==> config.mk <==
export PLATFORM = sky130hd
export DESIGN_NAME = reg_file_sb_flat
export DESIGN_NICKNAME = d
export VERILOG_FILES = /design/src/rtl/reg_file_sb_if.sv /design/src/rtl/reg_file_sb.sv /design/src/flat_wrapper.sv
export SDC_FILE = /design/constraint.sdc
export NUM_CORES = 2
export LEC_CHECK = 0
export CORE_MARGIN = 5
export CORE_UTILIZATION = 65
export CTS_CLUSTER_DIAMETER = 80
export DETAILED_ROUTE_END_ITERATION = 8
export HOLD_SLACK_MARGIN = 0.03
export PLACE_DENSITY = 0.83
export SYNTH_ARGS = -nofsm -noshare
export SYNTH_HDL_FRONTEND = slang
export SYNTH_SLANG_ARGS = --single-unit
==> constraint.sdc <==
create_clock -name clk -period 7.6 [get_ports clk]
set_clock_uncertainty 0.2 [all_clocks]
set_input_delay 0.76 -clock clk [delete_from_list [all_inputs] [get_ports clk]]
set_output_delay 0.76 -clock clk [all_outputs]
set_load 0.05 [all_outputs]
==> src/rtl/reg_file_sb_if.sv <==
`default_nettype none
// +----------------------------------------------------------------------+
// | Module   : reg_file_sb_if                                            |
// | Purpose  : Bus bundle between the issue/writeback stages and the     |
// |            register file with scoreboard.                            |
// | Signals  : rs_addr/rs_data/rs_busy - NRD packed read ports           |
// |            iss_valid/iss_rd/iss_ready - destination reservation      |
// |            wb_valid/wb_rd/wb_data     - writeback                    |
// |            flush                      - drop all reservations        |
// |            pend_cnt                   - number of busy registers     |
// | Modports : master (pipeline side), slave (register file side)        |
// | Revision : 1.0 - initial release                                     |
// +----------------------------------------------------------------------+
interface reg_file_sb_if #(
  parameter int XLEN  = 32,
  parameter int NREGS = 32,
  parameter int NRD   = 2
);
  localparam int AW = $clog2(NREGS);
  localparam int CW = $clog2(NREGS + 1);

  logic [NRD*AW-1:0]   rs_addr;
  logic [NRD*XLEN-1:0] rs_data;
  logic [NRD-1:0]      rs_busy;
  logic                iss_valid;
  logic [AW-1:0]       iss_rd;
  logic                iss_ready;
  logic                wb_valid;
  logic [AW-1:0]       wb_rd;
  logic [XLEN-1:0]     wb_data;
  logic                flush;
  logic [CW-1:0]       pend_cnt;

  modport master (
    output rs_addr, iss_valid, iss_rd, wb_valid, wb_rd, wb_data, flush,
    input  rs_data, rs_busy, iss_ready, pend_cnt
  );

  modport slave (
    input  rs_addr, iss_valid, iss_rd, wb_valid, wb_rd, wb_data, flush,
    output rs_data, rs_busy, iss_ready, pend_cnt
  );
endinterface
`default_nettype wire

==> src/rtl/reg_file_sb.sv <==
`default_nettype none
// +----------------------------------------------------------------------+
// | Module   : reg_file_sb                                               |
// | Purpose  : Multi-read-port integer register file with a per-register |
// |            scoreboard. Destinations are marked busy at issue and     |
// |            cleared at writeback; read ports report busy status so    |
// |            the issue stage can stall on RAW/WAW hazards. x0 reads as |
// |            zero and is never busy.                                   |
// | Ports    : clk   - clock, all state updates on rising edge           |
// |            reset - synchronous active-high reset                     |
// |            bus   - reg_file_sb_if.slave (read ports, issue,          |
// |                    writeback, flush, pending count)                  |
// | Options  : REGFILE_BYPASS_EN - forward same-cycle writeback data to  |
// |            the read ports and mask their busy flag.                  |
// | Revision : 1.0 - initial release                                     |
// +----------------------------------------------------------------------+
module reg_file_sb #(
  parameter int XLEN  = 32,
  parameter int NREGS = 32,
  parameter int NRD   = 2
) (
  input  logic            clk,
  input  logic            reset,
  reg_file_sb_if.slave    bus
);
  localparam int AW = $clog2(NREGS);
  localparam int CW = $clog2(NREGS + 1);

  logic [XLEN-1:0]  mem [NREGS];
  logic [NREGS-1:0] busy;
  logic [CW-1:0]    cnt;

  logic wb_en;
  logic wb_hits_iss;
  logic iss_ready;
  logic iss_set;
  logic cnt_inc;
  logic cnt_dec;

  assign wb_en       = bus.wb_valid && (bus.wb_rd != '0);
  assign wb_hits_iss = bus.wb_valid && (bus.wb_rd == bus.iss_rd);

  // A busy destination may be re-reserved when its producer retires in the
  // same cycle: the old value lands and the new producer takes ownership.
  assign iss_ready = (bus.iss_rd == '0) || !busy[bus.iss_rd] || wb_hits_iss;
  assign iss_set   = bus.iss_valid && iss_ready && !bus.flush && (bus.iss_rd != '0);

  // Counter follows the popcount of busy: only real 0->1 and 1->0 transitions
  // move it. A clear that is immediately re-set on the same register is no
  // transition at all.
  assign cnt_inc = iss_set && !busy[bus.iss_rd];
  assign cnt_dec = wb_en && busy[bus.wb_rd] && !(iss_set && (bus.iss_rd == bus.wb_rd));

  always_ff @(posedge clk) begin
    if (reset) begin
      for (int r = 0; r < NREGS; r++) begin
        mem[r] <= '0;
      end
      busy <= '0;
      cnt  <= '0;
    end else begin
      // Writeback data is committed even during a flush.
      if (wb_en) begin
        mem[bus.wb_rd] <= bus.wb_data;
      end
      if (bus.flush) begin
        busy <= '0;
        cnt  <= '0;
      end else begin
        if (wb_en) begin
          busy[bus.wb_rd] <= 1'b0;
        end
        // Later assignment wins: a new producer overrides a same-cycle clear.
        if (iss_set) begin
          busy[bus.iss_rd] <= 1'b1;
        end
        cnt <= cnt + CW'(cnt_inc) - CW'(cnt_dec);
      end
    end
  end

  logic [NRD*XLEN-1:0] rd_data;
  logic [NRD-1:0]      rd_busy;

  for (genvar i = 0; i < NRD; i++) begin : g_rd
    logic [AW-1:0] addr;
    logic          fwd;

    assign addr = bus.rs_addr[i*AW +: AW];
`ifdef REGFILE_BYPASS_EN
    assign fwd = bus.wb_valid && (bus.wb_rd == addr) && (addr != '0);
`else
    assign fwd = 1'b0;
`endif
    assign rd_data[i*XLEN +: XLEN] = (addr == '0) ? '0 :
                                     fwd          ? bus.wb_data : mem[addr];
    // busy[0] can never be set, so x0 always reads as not busy.
    assign rd_busy[i] = busy[addr] && !fwd;
  end

  assign bus.rs_data   = rd_data;
  assign bus.rs_busy   = rd_busy;
  assign bus.iss_ready = iss_ready;
  assign bus.pend_cnt  = cnt;
endmodule
`default_nettype wire

==> src/flat_wrapper.sv <==
// flat-port wrapper written by rule: the top's interface ports become plain ports
module reg_file_sb_flat 
#(
  parameter int XLEN  = 32,
  parameter int NREGS = 32,
  parameter int NRD   = 2
)
  (clk, reset, bus_rs_addr, bus_iss_valid, bus_iss_rd, bus_wb_valid, bus_wb_rd, bus_wb_data, bus_flush, bus_rs_data, bus_rs_busy, bus_iss_ready, bus_pend_cnt);
  reg_file_sb_if #(.XLEN(XLEN), .NREGS(NREGS), .NRD(NRD)) bus_i ();
  input  logic clk;
  input  logic reset;
  input wire logic [$bits(bus_i.rs_addr)-1:0] bus_rs_addr;
  input wire logic [$bits(bus_i.iss_valid)-1:0] bus_iss_valid;
  input wire logic [$bits(bus_i.iss_rd)-1:0] bus_iss_rd;
  input wire logic [$bits(bus_i.wb_valid)-1:0] bus_wb_valid;
  input wire logic [$bits(bus_i.wb_rd)-1:0] bus_wb_rd;
  input wire logic [$bits(bus_i.wb_data)-1:0] bus_wb_data;
  input wire logic [$bits(bus_i.flush)-1:0] bus_flush;
  output wire logic [$bits(bus_i.rs_data)-1:0] bus_rs_data;
  output wire logic [$bits(bus_i.rs_busy)-1:0] bus_rs_busy;
  output wire logic [$bits(bus_i.iss_ready)-1:0] bus_iss_ready;
  output wire logic [$bits(bus_i.pend_cnt)-1:0] bus_pend_cnt;
  assign bus_i.rs_addr = bus_rs_addr;
  assign bus_i.iss_valid = bus_iss_valid;
  assign bus_i.iss_rd = bus_iss_rd;
  assign bus_i.wb_valid = bus_wb_valid;
  assign bus_i.wb_rd = bus_wb_rd;
  assign bus_i.wb_data = bus_wb_data;
  assign bus_i.flush = bus_flush;
  assign bus_rs_data = bus_i.rs_data;
  assign bus_rs_busy = bus_i.rs_busy;
  assign bus_iss_ready = bus_i.iss_ready;
  assign bus_pend_cnt = bus_i.pend_cnt;
  reg_file_sb #(.XLEN(XLEN), .NREGS(NREGS), .NRD(NRD)) u_core (.clk(clk), .reset(reset), .bus(bus_i));
endmodule
After elaboration in Yosys (flattened, before gate mapping)
Memories as Yosys holds them, arrays and structs flattened.
Index checks and enable logic that the tools add are counted.
Widths: inputs -> output; s select.
{ "word_totals": {"word_cells": 65, "mem_count": 1, "register_bits": 38, "output_inout_bits": 73, "ram_bits": 1024, "inputBits": 57} }
{ "op_classes": {"bitwise": 3, "add_sub_neg": 2, "n_eq_ne": 2, "n_mux": 26, "n_reduce_logical": 23, "magnitude_cmp": 6} }
{ "mem_list": {"columns": ["memory", "depth", "word_bits", "read_ports", "rd_clocked_by_memory_dff", "wr", "line_no", "source"], "rows": [
  ["u_core.mem", 32, 32, 2, 0, 32, "reg_file_sb.sv:29", "logic [XLEN-1:0] mem [NREGS];"]
]} }
{ "op_table": {"columns": ["cell", "n"], "rows": [
  ["$mux 32", 7],
  ["$and 32x32->32", 1],
  ["$not 32->32", 1],
  ["$or 32x32->32", 1],
  ["$reduce_or 32->1", 1],
  ["$lt 5x6->1 const B", 4],
  ["$bmux 1 s5", 4],
  ["$logic_not 5->1", 3],
  ["$mux 1", 12],
  ["$logic_and 1x1->1", 11],
  ["$demux 1 s5", 2],
  ["$eq 5x5->1", 2],
  ["$ge 5x1->1 const B", 2],
  ["$reduce_bool 5->1", 2],
  ["$add 6x1->6", 1],
  ["$sub 6x1->6", 1],
  ["$mux 5", 1],
  ["$logic_not 1->1", 3],
  ["$logic_or 1x1->1", 2],
  ["$reduce_or 2->1", 1]
]} }

Longest topological paths before layout
{ "logic_depth": {"ltp_word": 12, "depth_mapped": 16, "mapped_depth_nobuf": 15} }

Worst setup path before layout
OpenSTA, ideal clock, no wires.
{ "synth_path": {"path_type": "input to register", "from": "input bus_wb_rd[0]", "to": "register u_core.cnt[4], in the netlist u_core.bus.pend_cnt[4]", "arrival_time_ps": 3586, "path_buffers": 2, "required_time_ps": 7273, "path_slack_ps": 3687, "setup_time_ps": 127, "stages": 14, "path_cell_list": "clkbuf_1 -> buf_2 -> mux4_2 -> a221oi_1 -> a31oi_1 -> ha_1 -> inv_1 -> ha_1 -> fa_1 -> a21oi_1 -> nor2_1 -> nor2_1 -> xor2_1 -> nor3_1"} }
{ "synth_via": {"elab_chain_cells": 10, "elab_cells_between_ends": 18, "cone_classes": "2 x add/sub; 2 x eq/ne; 2 x mux; 12 x reduce/logical"} }
{ "synth_lines": {"columns": ["element", "line_no", "source"], "rows": [
  ["start: declaration", "flat_wrapper.sv:16", "input wire logic [$bits(bus_i.wb_rd)-1:0] bus_wb_rd;"],
  ["parallel branches: the longest is 9 deep, another holds $add 6x1->6", null, null],
  ["$sub 6x1->6 (*)", "reg_file_sb.sv:77", "cnt <= cnt + CW'(cnt_inc) - CW'(cnt_dec);"],
  ["end signal: assignment", "reg_file_sb.sv:77", null],
  ["end: declaration", "reg_file_sb.sv:31", "logic [CW-1:0] cnt;"]
]} }
Every way passes the cells marked *. The select of a mux whose other input is x is not followed.
A chain may end at the register's enable or synchronous reset.

Final worst setup path
{ "layout_path": {"from": "input bus_rs_addr[5]", "to": "output bus_rs_data[50]"} }
{ "layout_via": {"elab_chain_cells": 2, "elab_cells_between_ends": 3, "cone_classes": "1 x mux; 1 x reduce/logical; 1 x memory"} }
{ "layout_lines": {"columns": ["element", "line_no", "source"], "rows": [
  ["start: declaration", "flat_wrapper.sv:12", "input wire logic [$bits(bus_i.rs_addr)-1:0] bus_rs_addr;"],
  ["$mem_v2 32x32 / $logic_not 5->1 (equally long branches)", null, null],
  ["$mux 32 (*)", "reg_file_sb.sv:95", "assign rd_data[i*XLEN +: XLEN] = (addr == '0) ? '0 :"],
  ["end: declaration", "flat_wrapper.sv:19", "output wire logic [$bits(bus_i.rs_data)-1:0] bus_rs_data;"]
]} }
Every way passes the cells marked *; elsewhere a longest branch is shown, timed or not.

==> reports/results.tsv <==
metric	value	unit
synth.largest_area_cell	edfxtp_1	
internal-power	10.8	mW
hold_violations	0	
period_share	69.8	%
num_vias	36600	
clock-root-buffer	clkbuf_16	
drt_first_pass_iters	6	
wl	179000	um
clk_latency	680	ps
final.setup.tns	0	ps
path_clk_slew	60	ps
maxSlewViolCount	0	
synth_edf_count	1024	
vdd_ir_drop_max	0.245	mV
p_sw_share	25.3	%
syn_avg_cell_area	15.9	um^2
fmax	0.188	GHz
nets	3634	
switchingPower	3.66	mW
die_y	306	um
setup_viol	0	
relSlewSlack	13.4	%
fin_cells	4822	
ys_top_cells_by_area	edfxtp_1, mux4_2, and2_1	
synth.distinct_cells	47	
hold_path.class	flop to flop	
numPortBuffers	129	
grt_pass1_wl	258000	um
rows	108	
p_seq_share	47.9	%
place_inst	4615	
syn2layout_area_growth	10.5	%
ys_seq_area_share	55.2	%
grt.total_usage	38.2	%
synthCells	3584	
initial_core_util	65.7	%
status	completed	
rsz0062_at_grt	false	
cap_violations	0	
vias_per_cell	7.60	
cts_sinks	1062	
synth_top_area_share	53.9	%
synthFlopType	edfxtp_1	
die_w	306	um
combPwrFrac	13.8	%
power.density	229	nW/um^2
tightest_slew	1300	ps
cts_made_buffers	108	
drc	0	
grt_pass1_vias	37800	
drtAntennaViolNets	0	
p_leak	21.4	nW
routedWlPerCell	37.2	um
fill_cells	4970	
ys_ff_latch	1062	
crit_path_start_kind	input pin	
async_flop_share	0	%
syn_area	57000	um^2
cts_resized	0	
grt_overflow	0	
drtIter0Drc	6946	
antenna_found_initial	9	
grt_max_degree	113	
hold_buffers	0	
yosysMostFrequentCell	edfxtp_1	
cts_tree	done	
worst-endpoint-required	6640	ps
postCtsSetupRepairBufs	0	
synthTopCellsByCount	edfxtp_1, and2_1, mux4_2, clkbuf_1, o21ai_1	
worstSetupPathType	input pin to primary output	
die-area	93800	um^2
final.min_clock_period	5310	ps
clock_path_buffers	3	
dp_hpwl	98300	um
worstPathArrival	4350	ps
core-area	86900	um^2
pin_count	130	
cts_max_level	3	
endpoint_kind	primary output	
place_congestion	0.907	
drive_gt1_share	27.7	%
critPathMaxFanout	68	
yosys_warnings	0	
pwr-share-clk	38.3	%
critical path: stages:
cell and delay, ps:
buf_8 560, buf_4 430, mux4_2 590, mux4_2 520
nand2_1 370, o21ai_1 210, clkdlybuf4s50_1 760
sequential cells by signal, indices dropped and copies added, names as in the netlist:
name                 cells
u_core.mem            1024
u_core.busy             32
u_core.bus.pend_cnt      6
per-stage QoR:
stage / hold slack [ps] / worst slack, ps / utilization, % / area, um^2 / power (mW)
after global routing: 343 / 2160 / 72.5 / 63000 / 14.8
after global placement: 305 / 2390 / 68.4 / 59400 / 8.86
after CTS: 312 / 2350 / 72.5 / 63000 / 14.4
after detailed placement: 305 / 2350 / 68.4 / 59400 / 8.94
final: 314 / 2290 / 72.6 / 63000 / 14.5
after floorplan: 270 / 3690 / - / 57200 / 8.24
final timing paths:
| check | start | to | slack, ps | depth (start not counted) |
|---|---|---|---|---|
| worst max-delay path | bus_rs_addr[5] | bus_rs_data[50] | 2290 | 7 |
| worst min-delay path | u_core.busy[5] | u_core.busy[5] | 310 | 2 |
| worst max register to register | u_core.busy[28] | u_core.bus.pend_cnt[4] | 4230 | 14 |
| worst min register to register | u_core.busy[5] | u_core.busy[5] | 310 | 2 |
power by group through the flow:
stage	combinational [mW]	sequential, mW	clock [mW]
after CTS	1.94	6.91	5.53
after global routing	2.03	6.94	5.81
after global placement	1.89	6.97	0
after detailed placement	1.92	7.02	0
after floorplan	1.29	6.95	0
final	1.99	6.93	5.54
cell families after synthesis:
group / after synthesis / share of synthesized area, %
and+or+nand+nor: 1185 / 12.4
buffers and inverters: 463 / 3.38
AOI/OAI and AO/OA: 175 / 1.99
other: 1 / 0.00657
adders and majority gates: 7 / 0.167
xor gates and xnor gates: 10 / 0.154
DFF: 1062 / 55.2
muxes: 681 / 26.7
routing by layer:
layer	wire, um	track usage [%]	vias to the layer above
li1	-	-	13700
met1	54700	48.5	18400
met2	84000	59.1	3662
met3	29300	13.5	795
met4	11300	19.9	4
met5	26	0	-
placed cells by master, fill, tap and decap left out, types with 6 or more instances in the layout:
master / n
edfxtp_1: 1024
and2_1: 998
mux4_2: 671
clkdlybuf4s50_1: 118
clkbuf_16: 110
o21ai_1: 95
buf_4: 95
nand2_1: 87
inv_1: 80
dfxtp_1: 38
conb_1: 32
nor2_2: 28
o211ai_1: 28
clkinv_1: 23
clkbuf_1: 23
bufinv_16: 17
nor2_1: 16
clkinv_2: 16
a21o_2: 15
nor3_1: 14
o21bai_4: 13
nand3_1: 11
mux2i_1: 8
buf_12: 7
diode_2: 6
ha_1: 6
clkinvlp_4: 6
final cells by class:
| cell class | count | area, um^2 | area share, % |
|---|---|---|---|
| antenna | 6 | 15.0 | 0.0238 |
| multi-input combinational | 2090 | 24000 | 38.1 |
| clock inverter | 68 | 793 | 1.26 |
| clock buffer | 133 | 2840 | 4.50 |
| inverter | 80 | 300 | 0.476 |
| sequential | 1062 | 31500 | 50.0 |
| timing repair buffer | 228 | 2130 | 3.37 |
| tap | 1155 | 1450 | 2.29 |
(Power assumes the default switching activity.)
